$ cat src/rtl/ex_stage_if.sv
// Interface bundling the ID/EX-side inputs and the EX/MEM-side outputs of the
// execute stage. The upstream pipeline or testbench uses the master modport.
// The execute stage uses the slave modport.
interface ex_stage_if #(
  parameter int WORD_W = 32
);
  // Upstream (ID/EX) side
  logic              valid_i;
  logic [WORD_W-1:0] data1_i;
  logic [WORD_W-1:0] data2_i;
  logic [WORD_W-1:0] data3_i;
  logic              control_i;
  logic [2:0]        op_i;
  logic [WORD_W-1:0] IR_i;
  logic              flush_i;

  // Downstream (EX/MEM) side
  logic              stall_o;
  logic              valid_o;
  logic [WORD_W-1:0] result_o;
  logic [WORD_W-1:0] store_data_o;
  logic              branch_taken_o;
  logic [WORD_W-1:0] branch_target_o;
  logic [WORD_W-1:0] IR_o;

  modport master (
    output valid_i, data1_i, data2_i, data3_i, control_i, op_i, IR_i, flush_i,
    input  stall_o, valid_o, result_o, store_data_o, branch_taken_o,
           branch_target_o, IR_o
  );

  modport slave (
    input  valid_i, data1_i, data2_i, data3_i, control_i, op_i, IR_i, flush_i,
    output stall_o, valid_o, result_o, store_data_o, branch_taken_o,
           branch_target_o, IR_o
  );
endinterface

$ cat src/rtl/ex_stage.sv
// Execute stage.
// ADD, SLL and BGE finish in one cycle. MUL runs on an iterative shift-add
// multiplier that consumes MUL_BITS multiplier bits per cycle, LSB first.
// MUL holds stall_o high for WORD_W/MUL_BITS cycles.
// MUL_BITS must be 1, 2 or 4.
module ex_stage #(
  parameter int WORD_W   = 32,
  parameter int MUL_BITS = 1
) (
  input  logic       clk_i,
  input  logic       rst_i,
  ex_stage_if.slave  bus
);

  localparam int STEPS = WORD_W / MUL_BITS;
  localparam int CNT_W = $clog2(STEPS);
  localparam int SH_W  = $clog2(WORD_W);
  localparam logic [CNT_W-1:0] LAST_STEP = CNT_W'(STEPS - 1);

  typedef enum logic [2:0] {
    OP_ADD = 3'b000,
    OP_MUL = 3'b001,
    OP_SLL = 3'b010,
    OP_BGE = 3'b011
  } op_e;

  typedef enum logic {
    S_IDLE = 1'b0,
    S_MUL  = 1'b1
  } state_e;

  state_e r_state;
  state_e w_state_next;

  // Multiplier working registers
  logic [WORD_W-1:0] r_mul_a;      // multiplicand, shifted left each step
  logic [WORD_W-1:0] r_mul_b;      // multiplier, shifted right each step
  logic [WORD_W-1:0] r_acc;
  logic [CNT_W-1:0]  r_count;
  logic [WORD_W-1:0] r_mul_ir;
  logic [WORD_W-1:0] r_mul_data3;

  // Output registers
  logic              r_valid;
  logic [WORD_W-1:0] r_result;
  logic [WORD_W-1:0] r_store_data;
  logic              r_branch_taken;
  logic [WORD_W-1:0] r_branch_target;
  logic [WORD_W-1:0] r_ir;

  logic [WORD_W-1:0] w_op_b;
  logic [WORD_W-1:0] w_alu_result;
  logic              w_ge;
  logic              w_is_mul;
  logic              w_is_bge;
  logic              w_accept;
  logic              w_mul_done;
  logic [WORD_W-1:0] w_partial;
  logic [WORD_W-1:0] w_acc_next;

  assign w_op_b   = bus.control_i ? bus.data2_i : bus.data3_i;
  assign w_ge     = $signed(bus.data1_i) >= $signed(w_op_b);
  assign w_is_mul = (op_e'(bus.op_i) == OP_MUL);
  assign w_is_bge = (op_e'(bus.op_i) == OP_BGE);

  // Single-cycle ALU result; MUL and reserved ops yield 0 here.
  // NOTE: every always_comb output gets a default first so no latch is inferred.
  always_comb begin
    w_alu_result = '0;
    case (op_e'(bus.op_i))
      OP_ADD:  w_alu_result = bus.data1_i + w_op_b;
      OP_SLL:  w_alu_result = bus.data1_i << w_op_b[SH_W-1:0];
      default: w_alu_result = '0;
    endcase
  end

  // Partial product of one multiplier step: sum of shifted multiplicands.
  always_comb begin
    w_partial = '0;
    for (int k = 0; k < MUL_BITS; k++) begin
      if (r_mul_b[k]) w_partial = w_partial + (r_mul_a << k);
    end
  end

  assign w_acc_next = r_acc + w_partial;

  // Next-state logic; flush forces IDLE and blocks acceptance.
  always_comb begin
    w_state_next = r_state;
    w_accept     = 1'b0;
    w_mul_done   = 1'b0;
    case (r_state)
      S_IDLE: begin
        if (bus.valid_i && !bus.flush_i) begin
          w_accept = 1'b1;
          if (w_is_mul) w_state_next = S_MUL;
        end
      end
      S_MUL: begin
        if (r_count == LAST_STEP) begin
          w_mul_done   = 1'b1;
          w_state_next = S_IDLE;
        end
      end
      default: w_state_next = S_IDLE;
    endcase
    if (bus.flush_i) begin
      w_state_next = S_IDLE;
      w_mul_done   = 1'b0;
    end
  end

  // State register.
  // NOTE: sequential state uses non-blocking assignments so every flop samples pre-edge values.
  always_ff @(posedge clk_i) begin
    if (rst_i) r_state <= S_IDLE;
    else       r_state <= w_state_next;
  end

  // Datapath and output registers; valid and branch_taken are single-cycle pulses.
  // NOTE: the multiplier working registers are reset too. They are plain flops, not a memory.
  always_ff @(posedge clk_i) begin
    if (rst_i) begin
      r_mul_a         <= '0;
      r_mul_b         <= '0;
      r_acc           <= '0;
      r_count         <= '0;
      r_mul_ir        <= '0;
      r_mul_data3     <= '0;
      r_valid         <= 1'b0;
      r_result        <= '0;
      r_store_data    <= '0;
      r_branch_taken  <= 1'b0;
      r_branch_target <= '0;
      r_ir            <= '0;
    end else if (bus.flush_i) begin
      r_valid        <= 1'b0;
      r_branch_taken <= 1'b0;
    end else begin
      r_valid        <= 1'b0;
      r_branch_taken <= 1'b0;
      if (w_accept) begin
        if (w_is_mul) begin
          r_mul_a     <= bus.data1_i;
          r_mul_b     <= w_op_b;
          r_acc       <= '0;
          r_count     <= '0;
          r_mul_ir    <= bus.IR_i;
          r_mul_data3 <= bus.data3_i;
        end else begin
          r_valid        <= 1'b1;
          r_result       <= w_alu_result;
          r_store_data   <= bus.data3_i;
          r_ir           <= bus.IR_i;
          r_branch_taken <= w_is_bge && w_ge;
          if (w_is_bge) r_branch_target <= bus.data3_i;
        end
      end else if (r_state == S_MUL) begin
        r_acc   <= w_acc_next;
        r_mul_a <= r_mul_a << MUL_BITS;
        r_mul_b <= r_mul_b >> MUL_BITS;
        r_count <= r_count + CNT_W'(1);
        if (w_mul_done) begin
          r_valid      <= 1'b1;
          r_result     <= w_acc_next;
          r_store_data <= r_mul_data3;
          r_ir         <= r_mul_ir;
        end
      end
    end
  end

  assign bus.stall_o         = (r_state == S_MUL);
  assign bus.valid_o         = r_valid;
  assign bus.result_o        = r_result;
  assign bus.store_data_o    = r_store_data;
  assign bus.branch_taken_o  = r_branch_taken;
  assign bus.branch_target_o = r_branch_target;
  assign bus.IR_o            = r_ir;

endmodule

$ cat src/flat_wrapper.sv
// flat-port wrapper written by rule: the top's interface ports become plain ports
module ex_stage_flat 
#(
  parameter int WORD_W   = 32,
  parameter int MUL_BITS = 1
)
  (clk_i, rst_i, bus_valid_i, bus_data1_i, bus_data2_i, bus_data3_i, bus_control_i, bus_op_i, bus_IR_i, bus_flush_i, bus_stall_o, bus_valid_o, bus_result_o, bus_store_data_o, bus_branch_taken_o, bus_branch_target_o, bus_IR_o);
  ex_stage_if #(.WORD_W(WORD_W)) bus_i ();
  input  logic clk_i;
  input  logic rst_i;
  input wire logic [$bits(bus_i.valid_i)-1:0] bus_valid_i;
  input wire logic [$bits(bus_i.data1_i)-1:0] bus_data1_i;
  input wire logic [$bits(bus_i.data2_i)-1:0] bus_data2_i;
  input wire logic [$bits(bus_i.data3_i)-1:0] bus_data3_i;
  input wire logic [$bits(bus_i.control_i)-1:0] bus_control_i;
  input wire logic [$bits(bus_i.op_i)-1:0] bus_op_i;
  input wire logic [$bits(bus_i.IR_i)-1:0] bus_IR_i;
  input wire logic [$bits(bus_i.flush_i)-1:0] bus_flush_i;
  output wire logic [$bits(bus_i.stall_o)-1:0] bus_stall_o;
  output wire logic [$bits(bus_i.valid_o)-1:0] bus_valid_o;
  output wire logic [$bits(bus_i.result_o)-1:0] bus_result_o;
  output wire logic [$bits(bus_i.store_data_o)-1:0] bus_store_data_o;
  output wire logic [$bits(bus_i.branch_taken_o)-1:0] bus_branch_taken_o;
  output wire logic [$bits(bus_i.branch_target_o)-1:0] bus_branch_target_o;
  output wire logic [$bits(bus_i.IR_o)-1:0] bus_IR_o;
  assign bus_i.valid_i = bus_valid_i;
  assign bus_i.data1_i = bus_data1_i;
  assign bus_i.data2_i = bus_data2_i;
  assign bus_i.data3_i = bus_data3_i;
  assign bus_i.control_i = bus_control_i;
  assign bus_i.op_i = bus_op_i;
  assign bus_i.IR_i = bus_IR_i;
  assign bus_i.flush_i = bus_flush_i;
  assign bus_stall_o = bus_i.stall_o;
  assign bus_valid_o = bus_i.valid_o;
  assign bus_result_o = bus_i.result_o;
  assign bus_store_data_o = bus_i.store_data_o;
  assign bus_branch_taken_o = bus_i.branch_taken_o;
  assign bus_branch_target_o = bus_i.branch_target_o;
  assign bus_IR_o = bus_i.IR_o;
  ex_stage #(.WORD_W(WORD_W), .MUL_BITS(MUL_BITS)) u_core (.clk_i(clk_i), .rst_i(rst_i), .bus(bus_i));
endmodule
$ cat config.mk
export PLATFORM = sky130hd
export DESIGN_NAME = ex_stage_flat
export DESIGN_NICKNAME = d
export VERILOG_FILES = /design/src/rtl/ex_stage_if.sv /design/src/rtl/ex_stage.sv /design/src/flat_wrapper.sv
export SDC_FILE = /design/constraint.sdc
export NUM_CORES = 1
export LEC_CHECK = 0
export CAP_MARGIN = 20
export CELL_PAD_IN_SITES_DETAIL_PLACEMENT = 0
export CELL_PAD_IN_SITES_GLOBAL_PLACEMENT = 1
export CORE_AREA = 4 4 226 228
export CTS_CLUSTER_SIZE = 24
export DETAILED_ROUTE_END_ITERATION = 8
export DIE_AREA = 0 0 230 232
export PLACE_DENSITY_LB_ADDON = 0.1
export SYNTH_ARGS = -nofsm -noshare
export SYNTH_HDL_FRONTEND = slang
export SYNTH_SLANG_ARGS = --single-unit
$ cat constraint.sdc
create_clock -name clk_i -period 4 [get_ports clk_i]
set_clock_uncertainty 0.15 [all_clocks]
set_input_delay 0.6 -clock clk_i [delete_from_list [all_inputs] [get_ports clk_i]]
set_output_delay 0.6 -clock clk_i [all_outputs]
set_load 0.01 [all_outputs]
Yosys cells after proc, flatten, opt, wreduce, memory -nomap -nowiden
Index checks and enable logic that the tools add are counted.

Bits of input ports: 136. Output and inout port bits: 131. Bits in registers: 296.

$lt $le $gt $ge: 1. Equal/unequal tests: 6. Add/sub/neg operators: 3. Bitwise operators: 4. Shift operators: 1. Reductions and logical operators: 12. Muxes and demuxes: 40.

Operators by type and width (number): 32-bit two-way mux (23); 32-bit adder (2); 32-bit case mux with 2 select lines (1); 32-bit greater-or-equal comparator (1); 32-bit by 5-bit << shifter with 32-bit output (1); 5-bit two-way mux (3); 1-bit two-way mux (12); 4-bit AND reduction (2); 3-bit by 2-bit == test with 1-bit output (second input constant) (2); 3-bit AND reduction (2); 5-bit by 1-bit adder with 5-bit output (second input constant) (1); 5-bit == test (second input constant) (1); 1-bit NOT (4); 2-bit nonzero test (2); 4-bit OR reduction (1); 3-bit by 1-bit == test with 1-bit output (second input constant) (1); 3-bit zero test (1); 1-bit logical AND (2); 2-bit by 1-bit inequality test with 1-bit output (second input constant) (1); 2-bit inequality test (second input constant) (1); 1-bit case mux with 2 select lines (1); 2-bit OR reduction (1); 1-bit zero test (1).

Longest topological paths before layout
Gate-level depths: netlist of the first run.

Word-level depth: 7. Mapped depth: 17. Depth with buffers taken out: 14.

Worst setup path before layout of the first run
No wires, ideal clock.

Path type: input -> register. Start: input port bus_control_i. End: register u_core.r_result[26] (netlist: u_core.bus.result_o[26]). Data arrival time: 3.990 ns. Buffers on the path: 3. Stages: 17. Path slack: -0.267 ns. Library setup time: 0.127 ns. Required time: 3.723 ns. Cells stage by stage: buf_6 > mux2i_4 > inv_2 > buf_4 > buf_4 > ha_1 > inv_1 > fa_1 > o21ba_2 > nor4_2 > nor4_1 > o41ai_2 > a31oi_1 > o21a_1 > xnor2_1 > nor4_1 > or3_1.

Cells in the longest elaborated chain, start to end: 5. Elaborated cells between the ends (all ways): 6. Those cells by class: add/sub (1); shift (1); mux (4).

Ends and longest elaborated chain: from (decl) (RTL line flat_wrapper.sv:15) `input wire logic [$bits(bus_i.control_i)-1:0] bus_control_i;`; 32-bit two-way mux * (RTL line ex_stage.sv:61) `assign w_op_b = bus.control_i ? bus.data2_i : bus.data3_i;`; 32-bit adder / 32-bit by 5-bit << shifter with 32-bit output (equally long branches) (RTL line ex_stage.sv:71, ex_stage.sv:72); 32-bit case mux with 2 select lines * (RTL line ex_stage.sv:70) `case (op_e'(bus.op_i))`; 32-bit two-way mux * (RTL line ex_stage.sv:143) `if (w_is_mul) begin`; 32-bit two-way mux * (RTL line ex_stage.sv:142) `if (w_accept) begin`; to (signal assigned) (RTL line ex_stage.sv:152) `r_result <= w_alu_result;`; to (signal assigned) (RTL line ex_stage.sv:165) `r_result <= w_acc_next;`; to (decl) (RTL line ex_stage.sv:45) `logic [WORD_W-1:0] r_result;`.

Every way passes the cells marked *; elsewhere a longest branch is shown, timed or not. The select of a mux whose other input is x is not followed. A chain may end at the register's enable or synchronous reset.

Worst setup path after layout of the first run
Start: input port bus_data3_i[9]. End: register u_core.r_result[26] (netlist: u_core.bus.result_o[26]).

Cells in the longest elaborated chain, start to end: 5.

Ends and longest elaborated chain: from (decl) (RTL line flat_wrapper.sv:14) `input wire logic [$bits(bus_i.data3_i)-1:0] bus_data3_i;`; 32-bit two-way mux (RTL line ex_stage.sv:61); 32-bit adder (RTL line ex_stage.sv:71) `OP_ADD: w_alu_result = bus.data1_i + w_op_b;`; 32-bit case mux with 2 select lines (RTL line ex_stage.sv:70); 32-bit two-way mux (RTL line ex_stage.sv:143); 32-bit two-way mux (RTL line ex_stage.sv:142).

Every way passes these cells. The select of a mux whose other input is x is not followed.

==> impl_metrics.sql, run 1 <==
INSERT INTO impl_metrics (metric_group, metric, value, unit) VALUES
('status', 'run_status', 'finished clean', ''),
('worst_hold_path', 'timing.hold.worst.class', 'reg -> reg', ''),
('timing', 'final-max-slew-violation-count', '0', ''),
('global_routing', 'antenna_found_initial', '2', ''),
('placed_design', 'gp_routability_congestion', '0.9113', ''),
('power_and_ir_drop', 'power_density', '342.5', 'nW/um^2'),
('detailed_routing', 'drt_pre_antenna_iters', '6', ''),
('synth', 'ys_async_sr_fraction', '0', '%'),
('flow_run', 'max_cap_viol_count', '0', ''),
('placed_design', 'io_buffers', '266', ''),
('synth', 'synth_compound_area_share', '23.49', '%'),
('synth', 'synthCells', '2338', ''),
('power_and_ir_drop', 'leakagePower', '9.613', 'nW'),
('clock_tree', 'tritoncts', 'yes', ''),
('final_layout', 'final_layout_size_suffix_gt1_share', '13.67', '%'),
('timing', 'report.final.hold_viol_count', '0', ''),
('global_routing', 'wire_length_of_the_first_global_routing_pass', '112.7', 'mm'),
('synth', 'synth.top_cells.by_count', 'nand2_1 (489), dfxtp_1 (296), nor2_1 (222)', ''),
('clock_tree', 'htree_num_levels', '2', ''),
('synth', 'synth_area_per_cell', '7.729', 'um^2'),
('global_routing', 'grt_max_degree', '105', ''),
('detailed_routing', 'final_antenna_net_count', '0', ''),
('floorplanning', 'floorplan.die_area', '53360', 'um^2'),
('clock_tree', 'clkSlewWorstSetupHoldPaths', '0.06', 'ns'),
('timing', 'rsz0062_at_grt', 'no', ''),
('worst_setup_path', 'cp_cell_sequence', 'clkdlybuf4s50_1 > mux2i_1 > inv_1 > ha_1 > or4_1 > a311oi_1 > o41ai_2 > buf_4 > a31oi_1 > o21a_1 > xnor2_1 > nor4_1 > or3_1', ''),
('clock_tree', 'cts_root_buf', 'clkbuf_16', ''),
('detailed_routing', 'drt-total-wl', '74.71', 'mm'),
('worst_setup_path', 'crit_path_max_fanout', '3', ''),
('clock_tree', 'max-clock-path-buffers', '3', ''),
('synth', 'number_of_flip_flops_and_latches_in_the_synthesized_netlist', '296', ''),
('synth', 'synth-warning-count', '0', ''),
('synth', 'yosysSeqAreaShare', '32.79', '%'),
('timing', 'clock.fmax', '255.6', 'MHz'),
('worst_setup_path', 'cp_num_buf_inv', '3', ''),
('floorplanning', 'fp-row-count', '81', ''),
('synth', 'multiplexer_share_of_the_synthesized_area', '6.695', '%'),
('timing', 'relSlewSlack', '30.60', '%'),
('synth', 'synthTopCellsByArea', 'dfxtp_1 (33%), nand2_1 (10%), ha_1 (7.5%)', ''),
('placed_design', 'place.detailed.hpwl', '56.17', 'mm'),
('worst_setup_path', 'timing.critical_path.from_type', 'input pin', ''),
('detailed_routing', 'avgRoutedWirePerCell', '21.69', 'um'),
('synth', 'mappedNetlistNets', '2584', ''),
('worst_setup_path', 'worst_path_max_delay_cell', 'or4_1', ''),
('detailed_routing', 'drtIter0Drc', '1400', ''),
('final_layout', 'area_growth', '35.26', '%'),
('final_layout', 'instances_no_fill', '3444', ''),
('final_layout', 'finish.net_count', '3001', ''),
('synth', 'synth_area', '18070', 'um^2'),
('clock_tree', 'insertion_delay', '0.55', 'ns'),
('detailed_routing', 'route.detailed.drc', '0', ''),
('synth', 'synth_area_in_adders', '7.699', '%'),
('global_routing', 'grt_pass1_vias', '18560', ''),
('synth', 'post_synth_num_cell_types', '80', ''),
('synth', 'post-synth-top-area-fraction', '32.79', '%'),
('timing', 'final_min_period_over_clock_period', '97.81', '%'),
('synth', 'synthMostInstantiatedCell', 'nand2_1', ''),
('worst_setup_path', 'critical_path_data_required_time', '4.29', 'ns'),
('synth', 'main_combinational_cell_family_by_area_after_synthesis', 'compound AO/OA/AOI/OAI gates', ''),
('power_and_ir_drop', 'vdd_drop_max', '0.2781', 'mV'),
('floorplanning', 'die_y', '232', 'um'),
('worst_setup_path', 'worst_ep_arrival_time', '4.20', 'ns'),
('worst_setup_path', 'category_of_cells_accounting_for_the_largest_share_of_critical_path_delay', 'compound AO/OA/AOI/OAI gates', ''),
('timing', 'worstMarginPinSlew', '1.039', 'ns'),
('timing', 'tns', '0', 'ns'),
('synth', 'postSynth.topFlopCell', 'dfxtp_1', ''),
('timing', 'period_needed', '3.912', 'ns'),
('global_routing', 'grt.total_usage', '26.86', '%'),
('synth', 'synthSimpleGateAreaFrac', '21.61', '%'),
('floorplanning', 'die_x', '230', 'um'),
('clock_tree', 'cts.sinks', '296', '');
## power breakdown
part	switching (mW)	internal (mW)
Combinational	1.08	0.866
Clock	1.35	1.98
Sequential	0.0546	3.03
## through the flow
| step | worst slack, ns | util, % | hold slack (ns) | cell area, um^2 |
|---|---|---|---|---|
| 2_1_floorplan | -0.06743 | - | 0.2821 | 18140 |
| 3_3_place_gp | -0.4392 | 47.50 | 0.2884 | 23200 |
| 3_5_place_dp | -0.5200 | 47.50 | 0.2945 | 23200 |
| 4_1_cts | 0.07311 | 49.95 | 0.3023 | 24400 |
| 5_1_grt | 0.0004738 | 50.04 | 0.3149 | 24440 |
| 6_report | 0.08756 | 50.04 | 0.2993 | 24440 |
## path summary, 6_finish.rpt
kind | depth (start not counted) | end | start | slack [ns]
max | 13 | u_core.bus.result_o[26]$_SDFFE_PP0P_ | bus_data3_i[9] | 0.09
min | 2 | u_core.bus.result_o[4]$_SDFFE_PP0P_ | u_core.bus.result_o[4]$_SDFFE_PP0P_ | 0.30
max reg2reg | 14 | u_core.bus.result_o[26]$_SDFFE_PP0P_ | u_core.r_mul_b[0]$_SDFFE_PP0P_ | 0.32
min reg2reg | 2 | u_core.bus.result_o[4]$_SDFFE_PP0P_ | u_core.bus.result_o[4]$_SDFFE_PP0P_ | 0.30
## per-layer routing
| layer | track usage [%] | share of wire (%) |
|---|---|---|
| met4 | 7.694 | 2.9 |
| met5 | 0 | 0.027 |
| met1 | 37.04 | 45 |
| met3 | 5.557 | 7.2 |
| met2 | 42.65 | 45 |
## layout by cell type (no fill, tap or decap), types with 41 or more instances in the layout
master / count
a21oi_1: 202
a311oi_1: 101
and2_1: 41
buf_4: 270
clkdlybuf4s50_1: 264
dfxtp_1: 295
ha_1: 107
inv_1: 64
mux2i_1: 95
nand2_1: 487
nor2_1: 220
nor3_1: 42
o211ai_1: 45
o21ai_0: 47
## final cells by class
class	count	area (um^2)	area share, %
clock buffers	56	1109	4.535
diodes	1	2.502	0.01024
repair buffers	546	4896	20.03
clock inverters	7	86.33	0.3532
multi-input cells	1805	11330	46.35
well taps	664	830.8	3.399
inverters	69	261.5	1.070
flip-flops and latches	296	5927	24.25
## state kept, by name, summed over array words and instances, names as in the netlist
| name | flops |
|---|---|
| u_core.r_mul_data3 | 32 |
| u_core.bus.store_data_o | 32 |
| u_core.bus.stall_o | 1 |
| u_core.r_mul_b | 32 |
| u_core.bus.valid_o | 1 |
| u_core.r_acc | 32 |
| u_core.bus.result_o | 32 |
| u_core.bus.IR_o | 32 |
| u_core.r_mul_ir | 32 |
| u_core.bus.branch_target_o | 32 |
| u_core.bus.branch_taken_o | 1 |
| u_core.r_count | 5 |
| u_core.r_mul_a | 32 |
## cells by family after synthesis
kind of cell,count (synthesis)
compound gates,613
xor+xnor,53
fa+ha+maj,110
buf+inv,237
flops,296
mux,108
simple gates,921
## tightest hold or removal path: cells and delay by family, from the launching register on
family	cells	cell delay, ns
and+or+nand+nor	1	0.05
AOI/OAI and AO/OA	1	0.05
DFF	1	0.31
## repair_timing
item | CTS | global route
resized for setup | 0 | 3
setup endpoints to repair | 0 | 4
buffers inserted | 0 | 0
hold buffers | 0 | 0
Note: power is estimated with default switching activity, not from simulation.
==> inputs of run 2 (changes only) <==
- CTS_CLUSTER_SIZE: 24 -> 40
==> results of run 2 <==
No change in the layout: final DEF, timing and power equal those of run 1.
==> RTL change: new RTL, flow settings as in run 1 <==
`WORD_W` is set to 32 in 3 places; all go to 16.
--- a/src/rtl/ex_stage_if.sv
+++ b/src/rtl/ex_stage_if.sv
@@ -2,7 +2,7 @@
 // execute stage. The upstream pipeline or testbench uses the master modport.
 // The execute stage uses the slave modport.
 interface ex_stage_if #(
-  parameter int WORD_W = 32
+  parameter int WORD_W = 16
 );
   // Upstream (ID/EX) side
   logic              valid_i;
--- a/src/rtl/ex_stage.sv
+++ b/src/rtl/ex_stage.sv
@@ -4,7 +4,7 @@
 // MUL holds stall_o high for WORD_W/MUL_BITS cycles.
 // MUL_BITS must be 1, 2 or 4.
 module ex_stage #(
-  parameter int WORD_W   = 32,
+  parameter int WORD_W   = 16,
   parameter int MUL_BITS = 1
 ) (
   input  logic       clk_i,
--- a/src/flat_wrapper.sv
+++ b/src/flat_wrapper.sv
@@ -1,7 +1,7 @@
 // flat-port wrapper written by rule: the top's interface ports become plain ports
 module ex_stage_flat 
 #(
-  parameter int WORD_W   = 32,
+  parameter int WORD_W   = 16,
   parameter int MUL_BITS = 1
 )
   (clk_i, rst_i, bus_valid_i, bus_data1_i, bus_data2_i, bus_data3_i, bus_control_i, bus_op_i, bus_IR_i, bus_flush_i, bus_stall_o, bus_valid_o, bus_result_o, bus_store_data_o, bus_branch_taken_o, bus_branch_target_o, bus_IR_o);
Interface: changed (8 resized); port bits go from 267 to 139. No check against the original RTL was run, so the function may have changed too.
==> RTL change against run 1 <==
Power decreased by 52%; sequential cell count decreased by 145; count of clock-buffer cells in the layout decreased by 37; final area decreased by 51%; worst setup slack improved by 0.16 ns; critical path depth increased by 2; synthesized area decreased by 51%; synthesized cell count decreased by 53%; wire length decreased by 47%; critical path type unchanged.
==> RTL change: results (changes against run 1) <==
Outcome:
- Run status: complete, no violations (unchanged).

Detailed routing:
- The met3 wire length came to 1.30 mm (was 5.35 mm).
- The met2 wire length was 18.0 mm (was 33.9 mm).
- The number of iterations in the first detailed-routing pass came to 5 (was 6).
- The number of DRC violations after detailed-routing iteration 0 came to 457 (was 1400).
- The average via count per standard cell is 4.39 (was 5.51).
- The uppermost signal routing layer after detailed routing is met4 (was met5).
- The aggregate routed wire length is 39.3 mm (was 74.7 mm).

STA:
- The shortest clock period the worst path allows after layout is 3.75 ns (was 3.91 ns).
- The actual transition at the worst max-transition pin was 0.867 ns (was 1.04 ns).

Worst setup path:
- The worst setup path endpoint is u_core.bus.result_o[8]$_SDFFE_PP0P_ (was u_core.bus.result_o[26]$_SDFFE_PP0P_).
- The critical-path cell with the highest stage delay was sky130_fd_sc_hd__o311ai_0 (was sky130_fd_sc_hd__or4_1).
- The worst reg-to-reg setup slack is 0.52 ns (was 0.32 ns).
- The highest fanout seen on the critical path came to 6 (was 3).
- The critical path's top delay family is buffers and inverters (was compound AO/OA/AOI/OAI gates).

Clock tree:
- The level count of the clock H-tree is 4 (was 2).
- The insertion delay to the later sink of the worst-skew pair is 0.47 ns (was 0.55 ns).
- The number of clock buffers inserted by TritonCTS was 17 (was 37).
- The number of buffers between clock root and the deepest sink is 2 (was 3).

Synth:
- The synthesized net count is 1221 (was 2584).
- The sequential fraction of the synthesis area was 0.344 (was 0.328).
- The fraction of synthesized cell area in xor and xnor cells is 0.0259 (was 0.0257).
- The fraction of the mapped netlist area in compound gates is 0.231 (was 0.235).
- Most numerous cell types in the synthesized netlist: 222 x sky130_fd_sc_hd__nand2_1, 151 x sky130_fd_sc_hd__dfxtp_1, 95 x sky130_fd_sc_hd__nor2_1 (was 489 x sky130_fd_sc_hd__nand2_1, 296 x sky130_fd_sc_hd__dfxtp_1, 222 x sky130_fd_sc_hd__nor2_1).
- The count of unique library cells instantiated by Yosys is 72 (was 80).

Placement:
- The placement-stage cell area is 11400 um^2 (was 23200 um^2).
- The number of I/O port buffers is 138 (was 266).
- The estimated wirelength of the detail-placed design was 29.6 mm (was 56.2 mm).
- The worst slack at placement is -0.312 ns (was -0.520 ns).
- The routability-driven placement congestion ratio is 0.788 (was 0.911).

Global route:
- The number of antenna violations at the first check in global routing is 1 (was 2).
- The first-pass GRT wire length is 58.7 mm (was 113 mm).
- The met3 usage in global routing is 0.0289 (was 0.0556).
- The maximum number of pins on one net before global-route repair is 68 (was 105).
- The met1 demand-to-capacity share in global routing is 0.201 (was 0.370).

Final layout:
- The fraction of final layout cells sized beyond drive strength 1 is 0.102 (was 0.137).
- The post-layout net count came to 1380 (was 3001).

Power:
- The maximum resistive drop on vdd is 0.297 mV (was 0.278 mV).
- The leakage component of the power came to 4.45 nW (was 9.61 nW).
- The net switching power is 1.26 mW (was 2.49 mW).
==> RTL change: cell count changes in the layout (fill, tap and decap cells not counted), sizes merged, moves of 30 or more <==
| cell | delta |
|---|---|
| a311oi | -51 |
| nor2 | -128 |
| clkbuf | -38 |
| o21ai | -30 |
| inv | -32 |
| buf | -203 |
| ha | -54 |
| clkdlybuf4s50 | -127 |
| dfxtp | -145 |
| nand2 | -267 |
| a21oi | -126 |
| mux2i | -54 |
==> RTL change: layout make-up <==
type / count / area share
Clock inverter: 12 / 0.00996
Clock buffer: 19 / 0.0371
Timing Repair Buffer: 215 / 0.170
Antenna cell: 1 / 0.000210
Multi-Input combinational cell: 835 / 0.449
Tap cell: 664 / 0.0696
Sequential cell: 151 / 0.253
Inverter: 32 / 0.0101
==> RTL change: worst min-delay path by stage <==
stage,depth (start not counted),from,endpoint,slack (ns)
after floorplan,2,u_core.r_mul_b[10]$_SDFFE_PP0P_,u_core.r_mul_b[10]$_SDFFE_PP0P_,0.28
after global placement,2,u_core.r_mul_b[8]$_SDFFE_PP0P_,u_core.r_mul_b[8]$_SDFFE_PP0P_,0.29
after detailed placement,2,u_core.r_mul_ir[6]$_SDFFE_PP0P_,u_core.r_mul_ir[6]$_SDFFE_PP0P_,0.30
after CTS,2,u_core.r_mul_ir[14]$_SDFFE_PP0P_,u_core.r_mul_ir[14]$_SDFFE_PP0P_,0.31
after global routing,2,u_core.r_mul_ir[6]$_SDFFE_PP0P_,u_core.r_mul_ir[6]$_SDFFE_PP0P_,0.32
final,2,u_core.r_mul_ir[7]$_SDFFE_PP0P_,u_core.r_mul_ir[7]$_SDFFE_PP0P_,0.30
==> RTL change: per-stage QoR <==
step	power [mW]	TNS [ns]
finish	4.04	0
global route	4.25	0
CTS	4.15	0
detailed placement	2.44	-0.755
global placement	2.45	-0.378
floorplan	2.01	0
==> RTL change: tightest hold or removal path, delay by kind of cell (launching register included) <==
family	cells	cell delay (ns)
AOI/OAI and AO/OA	1	0.05
and+or+nand+nor	1	0.05
DFF	1	0.31
==> RTL change: kinds of logic after synthesis <==
logic type,Yosys count
buffers and inverters,107
XOR/XNOR,26
AO/OA/AOI/OAI,283
multiplexers,51
AND/OR/NAND/NOR,419
adder cells (fa/ha/maj),56
flip-flops,151
==> RTL change: power groups by stage <==
| stage | Clock [mW] | Combinational, mW | Sequential [mW] |
|---|---|---|---|
| after global routing | 1.77 | 0.903 | 1.57 |
| final | 1.64 | 0.826 | 1.57 |
| after global placement | 0 | 0.844 | 1.60 |
| after CTS | 1.74 | 0.840 | 1.57 |
| after detailed placement | 0 | 0.835 | 1.60 |
| after floorplan | 0 | 0.403 | 1.61 |
